[src/rtl/bitsim_enc_pkg.sv]
// rtl/bitsim_enc_pkg.sv - shared widths and state encoding for the bit-index encoder
//
// Purpose: holds the vector/index widths and the encoder state type so the
// top and its priority-encoder helper agree on sizes.
// Ports:   none (package).
package bitsim_enc_pkg;

    localparam int VEC_W = 7;
    localparam int IDX_W = 3;

    typedef enum logic [0:0] {
        IDLE = 1'b0,
        BUSY = 1'b1
    } enc_state_e;

endpackage

[src/rtl/lsb_pri_enc_7to3.sv]
// rtl/lsb_pri_enc_7to3.sv - lowest-set-bit priority encoder
//
// Purpose: combinational helper that finds the lowest set bit of a vector.
// Ports:
//   in_vec  [VEC_W-1:0]  vector to search
//   idx     [IDX_W-1:0]  index of the lowest set bit (0 when none set)
//   any                  1 when at least one bit is set
//   onehot  [VEC_W-1:0]  one-hot mask of the lowest set bit, used to clear it
module lsb_pri_enc_7to3
    import bitsim_enc_pkg::*;
(
    input  logic [VEC_W-1:0] in_vec,
    output logic [IDX_W-1:0] idx,
    output logic             any,
    output logic [VEC_W-1:0] onehot
);

    always_comb begin
        idx    = '0;
        onehot = '0;
        any    = |in_vec;
        // Scan from the top down so the last hit written is the lowest bit.
        for (int i = VEC_W - 1; i >= 0; i--) begin
            if (in_vec[i]) begin
                idx       = IDX_W'(i);
                onehot    = '0;
                onehot[i] = 1'b1;
            end
        end
    end

endmodule

[src/rtl/bit_index_encoder_7to3.sv]
// rtl/bit_index_encoder_7to3.sv - serial 7-bit vector to 3-bit index stream encoder
//
// Purpose: accepts a 7-bit bit-select vector and emits the index of each set
// bit, lowest first, one per beat. An all-zero vector emits a single beat
// with out_nz=0 so downstream beat/vector counting stays aligned.
// Ports:
//   clk       clock, rising edge
//   reset     synchronous active-high reset
//   in_vec    vector to encode
//   in_val    in_vec valid
//   in_rdy    encoder can take in_vec this cycle
//   out_idx   index of the current set bit (0 on the empty-vector beat)
//   out_nz    1 when out_idx names a real set bit
//   out_last  final beat of the current vector
//   out_val   output beat valid
//   out_rdy   downstream accepts the beat
module bit_index_encoder_7to3
    import bitsim_enc_pkg::*;
(
    input  logic             clk,
    input  logic             reset,
    input  logic [VEC_W-1:0] in_vec,
    input  logic             in_val,
    output logic             in_rdy,
    output logic [IDX_W-1:0] out_idx,
    output logic             out_nz,
    output logic             out_last,
    output logic             out_val,
    input  logic             out_rdy
);

    localparam logic [VEC_W-1:0] VEC_ONE = VEC_W'(1);

    enc_state_e       state_q,     state_d;
    logic [VEC_W-1:0] resid_q,     resid_d;
    logic             zero_pend_q, zero_pend_d;

    logic [IDX_W-1:0] pe_idx;
    logic             pe_any;
    logic [VEC_W-1:0] pe_onehot;

    logic busy;
    logic single_bit;
    logic beat;
    logic accept;

    lsb_pri_enc_7to3 u_pri_enc (
        .in_vec (resid_q),
        .idx    (pe_idx),
        .any    (pe_any),
        .onehot (pe_onehot)
    );

    // Clearing the lowest set bit leaves zero exactly when one bit was set.
    assign single_bit = pe_any && ((resid_q & (resid_q - VEC_ONE)) == '0);

    assign busy     = (state_q == BUSY);
    assign out_val  = busy && !reset;
    assign out_nz   = out_val && pe_any;
    assign out_idx  = out_nz ? pe_idx : '0;
    assign out_last = out_val && (zero_pend_q || single_bit);

    assign beat   = out_val && out_rdy;
    // Accepting on the last beat's handshake keeps consecutive vectors bubble-free.
    assign in_rdy = !reset && (!busy || (beat && out_last));
    assign accept = in_val && in_rdy;

    always_comb begin
        state_d     = state_q;
        resid_d     = resid_q;
        zero_pend_d = zero_pend_q;

        if (beat) begin
            resid_d     = resid_q & ~pe_onehot;
            zero_pend_d = 1'b0;
            if (out_last) begin
                state_d = IDLE;
            end
        end

        // A new vector overrides the drain of the finishing one.
        if (accept) begin
            resid_d     = in_vec;
            zero_pend_d = (in_vec == '0);
            state_d     = BUSY;
        end
    end

    always_ff @(posedge clk) begin
        if (reset) begin
            state_q     <= IDLE;
            resid_q     <= '0;
            zero_pend_q <= 1'b0;
        end else begin
            state_q     <= state_d;
            resid_q     <= resid_d;
            zero_pend_q <= zero_pend_d;
        end
    end

endmodule

[config.mk]
export PLATFORM = sky130hd
export DESIGN_NAME = bit_index_encoder_7to3
export DESIGN_NICKNAME = d
export VERILOG_FILES = /design/src/rtl/bitsim_enc_pkg.sv /design/src/rtl/lsb_pri_enc_7to3.sv /design/src/rtl/bit_index_encoder_7to3.sv
export SDC_FILE = /design/constraint.sdc
export NUM_CORES = 1
export LEC_CHECK = 0
export ABC_AREA = 1
export CAP_MARGIN = 0
export CORE_MARGIN = 1
export CORE_UTILIZATION = 50
export CTS_BUF_LIST = sky130_fd_sc_hd__clkbuf_4
export CTS_CLUSTER_DIAMETER = 30
export DETAILED_ROUTE_END_ITERATION = 7
export PLACE_DENSITY = 0.81
export SLEW_MARGIN = 20
export SYNTH_ARGS = -nofsm -noshare
export SYNTH_HDL_FRONTEND = slang
export SYNTH_SLANG_ARGS = --single-unit
[constraint.sdc]
create_clock -name clk -period 2.15 [get_ports clk]
set_input_delay 0.3225 -clock clk [delete_from_list [all_inputs] [get_ports clk]]
set_output_delay 0.3225 -clock clk [all_outputs]
set_load 0.005 [all_outputs]
==> Flow_metrics.wiki <==
{| class="wikitable"
! Metric !! Value
|-
| Placed wire-length estimate after detailed placement || 1390 µm
|-
| Post-route clock skew || approximately 5.6 ps
|-
| Critical path peak fanout || 3
|-
| Violation count after the first detailed-route iteration || 15
|-
| Sinks on the clock net || 9
|-
| Ys async rst share || 0
|-
| Total power per unit cell area || 501 nW/µm²
|-
| Number of max-cap violations || 0
|-
| Number of placed I/O pins || 18
|-
| Avg Inst Size Synth || between 6 and 7 µm²
|-
| Library cell occupying the most area in the post-synthesis netlist || sky130_fd_sc_hd__dfxtp_1
|-
| Synthesized instance count || 114
|-
| All-Layer GR Usage || 0.264
|-
| Input/output buffers || 17
|-
| Number of remaining DRC errors || 0
|-
| Most numerous cell types in the synthesized netlist || sky130_fd_sc_hd__nand2_1 (27), sky130_fd_sc_hd__inv_1 (16), sky130_fd_sc_hd__nand3_1 (15), sky130_fd_sc_hd__a21oi_1 (11), sky130_fd_sc_hd__dfxtp_1 (9)
|-
| Most frequent cell after synthesis || sky130_fd_sc_hd__nand2_1
|-
| Post-route setup TNS || 0 ps
|-
| H-Tree Level Count || 1
|-
| Number of antenna violations at the first check in global routing || 0
|-
| Hold violation count in the final report || 0
|-
| Horizontal extent of the die || ~40 µm
|-
| Largest vdd supply drop || about 430 µV
|-
| Ratio of final minimum period to clock period || 0.921
|-
| Clock transition at the registers of the reported paths || around 60 ps
|-
| Floorplan die area || approximately 1600 µm²
|-
| Setup repair after global routing missed its margin || false
|-
| Min cycle time layout || roughly 2000 ps
|-
| Remaining global-route overflow || 0
|-
| Transition time of the tightest slew-check pin || ~240 ps
|-
| Number of nets produced by synthesis || 125
|-
| Clock tree from TritonCTS || built
|-
| Post-DRT Antenna Nets || 0
|-
| Aggregate routed wire length || around 1800 µm
|-
| Vias in the first global route || between 600 and 700
|-
| Post-synthesis instance area || about 730 µm²
|-
| Count of standard-cell rows || 13
|-
| Rel. slew slack || 0.838
|-
| Sequential area share after synthesis || 0.247
|-
| Diode insertion count for antenna repair || 0
|-
| Worst min-delay path class || register to register
|-
| Main flop type after synthesis || sky130_fd_sc_hd__dfxtp_1
|-
| Kind of end point of the critical path || output pin
|-
| Via density || ~5.3
|-
| CTS root buf || sky130_fd_sc_hd__clkbuf_4
|-
| Number of search-and-repair iterations in the first detailed-routing pass || 4
|-
| Area added between synthesis and finish || 39.6%
|-
| Clock network latency to the later pin of the worst-skew pair || approximately 260 ps
|-
| TritonCTS Buffers || 3
|-
| Layout fillers || between 100 and 150
|-
| Maximum number of pins on one net before global-route repair || 17
|-
| Routed wirelength normalized by instance count || about 11 µm
|-
| Synthesis warning total || 0
|-
| Final nets || around 150
|-
| Standard cell core area || 1330 µm²
|-
| Distinct cells, synth || 21
|-
| Share of the core filled with cells in the final layout || 0.764
|-
| Final setup violation count || 0
|-
| Largest cells by area after synthesis || sky130_fd_sc_hd__dfxtp_1 (25%), sky130_fd_sc_hd__nand2_1 (14%), sky130_fd_sc_hd__nand3_1 (10%)
|-
| Number of buffers on the longest clock path || 2
|-
| Static Leak || ~0.55 nW
|-
| Worst EP required || roughly 1800 ps
|-
| Placer congestion estimate || between 0.7 and 0.8
|-
| Global-route wire length before repair || just under 3000 µm
|-
| Number of synthesized register bits || 9
|-
| Number of flops mapped to enable cells by yosys || 0
|-
| Proportion of netlist area held by the largest area contributor || 0.247
|-
| Total of hold buffers inserted after clock tree synthesis || 0
|-
| Upper clock frequency limit || roughly 0.50 GHz
|-
| Number of vias after detailed routing || approximately 800
|-
| Vertical extent of the die || roughly 40 µm
|-
| Fraction of final layout cells with drive strength greater than 1 || 0.255
|-
| CP Class || input pin to output pin
|-
| Max Transition Viols Final || 0
|-
| Starting Density || 0.547
|-
| Result of the run || finished clean
|-
| Type of element launching the critical path || input pin
|-
| Arrival @ worst endpoint || 1660 ps
|}
-- power by group --
part	internal [mW]	total, mW	switching, mW	leakage, nW
Combinational	0.0803	0.174	0.0933	0.462
Sequential	0.178	0.194	0.0159	0.0747
Clock	0.0841	0.143	0.0592	0.0184
-- logic make-up (layout without fill, tap and decap cells) --
family / after synthesis / after routing / synth area share
DFF: 9 / 9 / 0.247
AOI/OAI and AO/OA: 13 / 13 / 0.0978
and+or+nand+nor: 71 / 71 / 0.533
buffers and inverters: 21 / 48 / 0.122
-- cell usage in the layout, fill, tap and decap left out, types with 2 or more instances in the layout --
master / netlist / routed
sky130_fd_sc_hd__inv_1: 16 / 16
sky130_fd_sc_hd__nor2_4: 2 / 2
sky130_fd_sc_hd__dlymetal6s2s_1: 0 / 4
sky130_fd_sc_hd__nand4_1: 6 / 6
sky130_fd_sc_hd__buf_4: 0 / 9
sky130_fd_sc_hd__clkdlybuf4s50_1: 0 / 12
sky130_fd_sc_hd__dfxtp_1: 9 / 7
sky130_fd_sc_hd__nand3_2: 1 / 2
sky130_fd_sc_hd__inv_2: 2 / 2
sky130_fd_sc_hd__nor3_1: 3 / 3
sky130_fd_sc_hd__nor2_1: 3 / 3
sky130_fd_sc_hd__nand3_1: 15 / 14
sky130_fd_sc_hd__a21oi_1: 11 / 10
sky130_fd_sc_hd__nand2_2: 8 / 8
sky130_fd_sc_hd__nand2_1: 27 / 27
sky130_fd_sc_hd__dfxtp_2: 0 / 2
sky130_fd_sc_hd__nand3_4: 2 / 2
sky130_fd_sc_hd__clkbuf_4: 0 / 4
-- final timing paths --
check,from,endpoint,slack (ps),cells after the start
min reg2reg,zero_pend_q,zero_pend_q,500,2
min,zero_pend_q,zero_pend_q,500,2
max,reset,out_nz,170,7
max reg2reg,resid_q[4],resid_q[3],380,14
-- critical path, cell delays in order --
cell	delay [ps]
sky130_fd_sc_hd__clkdlybuf4s50_1	430
sky130_fd_sc_hd__inv_2	70
sky130_fd_sc_hd__nand2_1	80
sky130_fd_sc_hd__inv_2	110
sky130_fd_sc_hd__nand2_1	100
sky130_fd_sc_hd__inv_1	60
sky130_fd_sc_hd__clkdlybuf4s50_1	480
-- area by class of cell --
type | count | area, µm² | area share
multi-input cells | 84 | 477 | 0.468
repair buffers | 26 | 243 | 0.238
flip-flops and latches | 9 | 183 | 0.179
inverters | 18 | 67.6 | 0.0663
clock buffers | 4 | 30.0 | 0.0295
well taps | 15 | 18.8 | 0.0184
-- flip-flops by register name, summed over array words and instances (netlist names) --
name	cells
busy	1
resid_q	7
zero_pend_q	1
-- through the flow --
step           hold WS [ps]  cells  total power [mW]  area [µm²]  setup WS (ps)
6_report                500    156             0.511        1020            169
5_1_grt                 527    156             0.545        1020           44.3
4_1_cts                 505    156             0.513         998           17.2
3_5_place_dp            495    152             0.367         965           15.5
3_3_place_gp            474    152             0.362         965           30.9
2_1_floorplan           461    114             0.300         729            574
-- what timing repair did --
item,4_1_cts,5_1_grt
setup buffers,0,0
gates resized for setup,3,9
endpoints found under the setup margin,2,5
pin swaps,2,2
-- metal layers --
metal | up-vias | GRT usage | wire (µm)
met5 | - | 0 | 0
met4 | 0 | 0.125 | 0
met3 | 0 | 0.0333 | 52
met2 | 21 | 0.435 | 909
met1 | 366 | 0.338 | 805
li1 | 434 | - | -
Power figures use the tool's default switching activity.
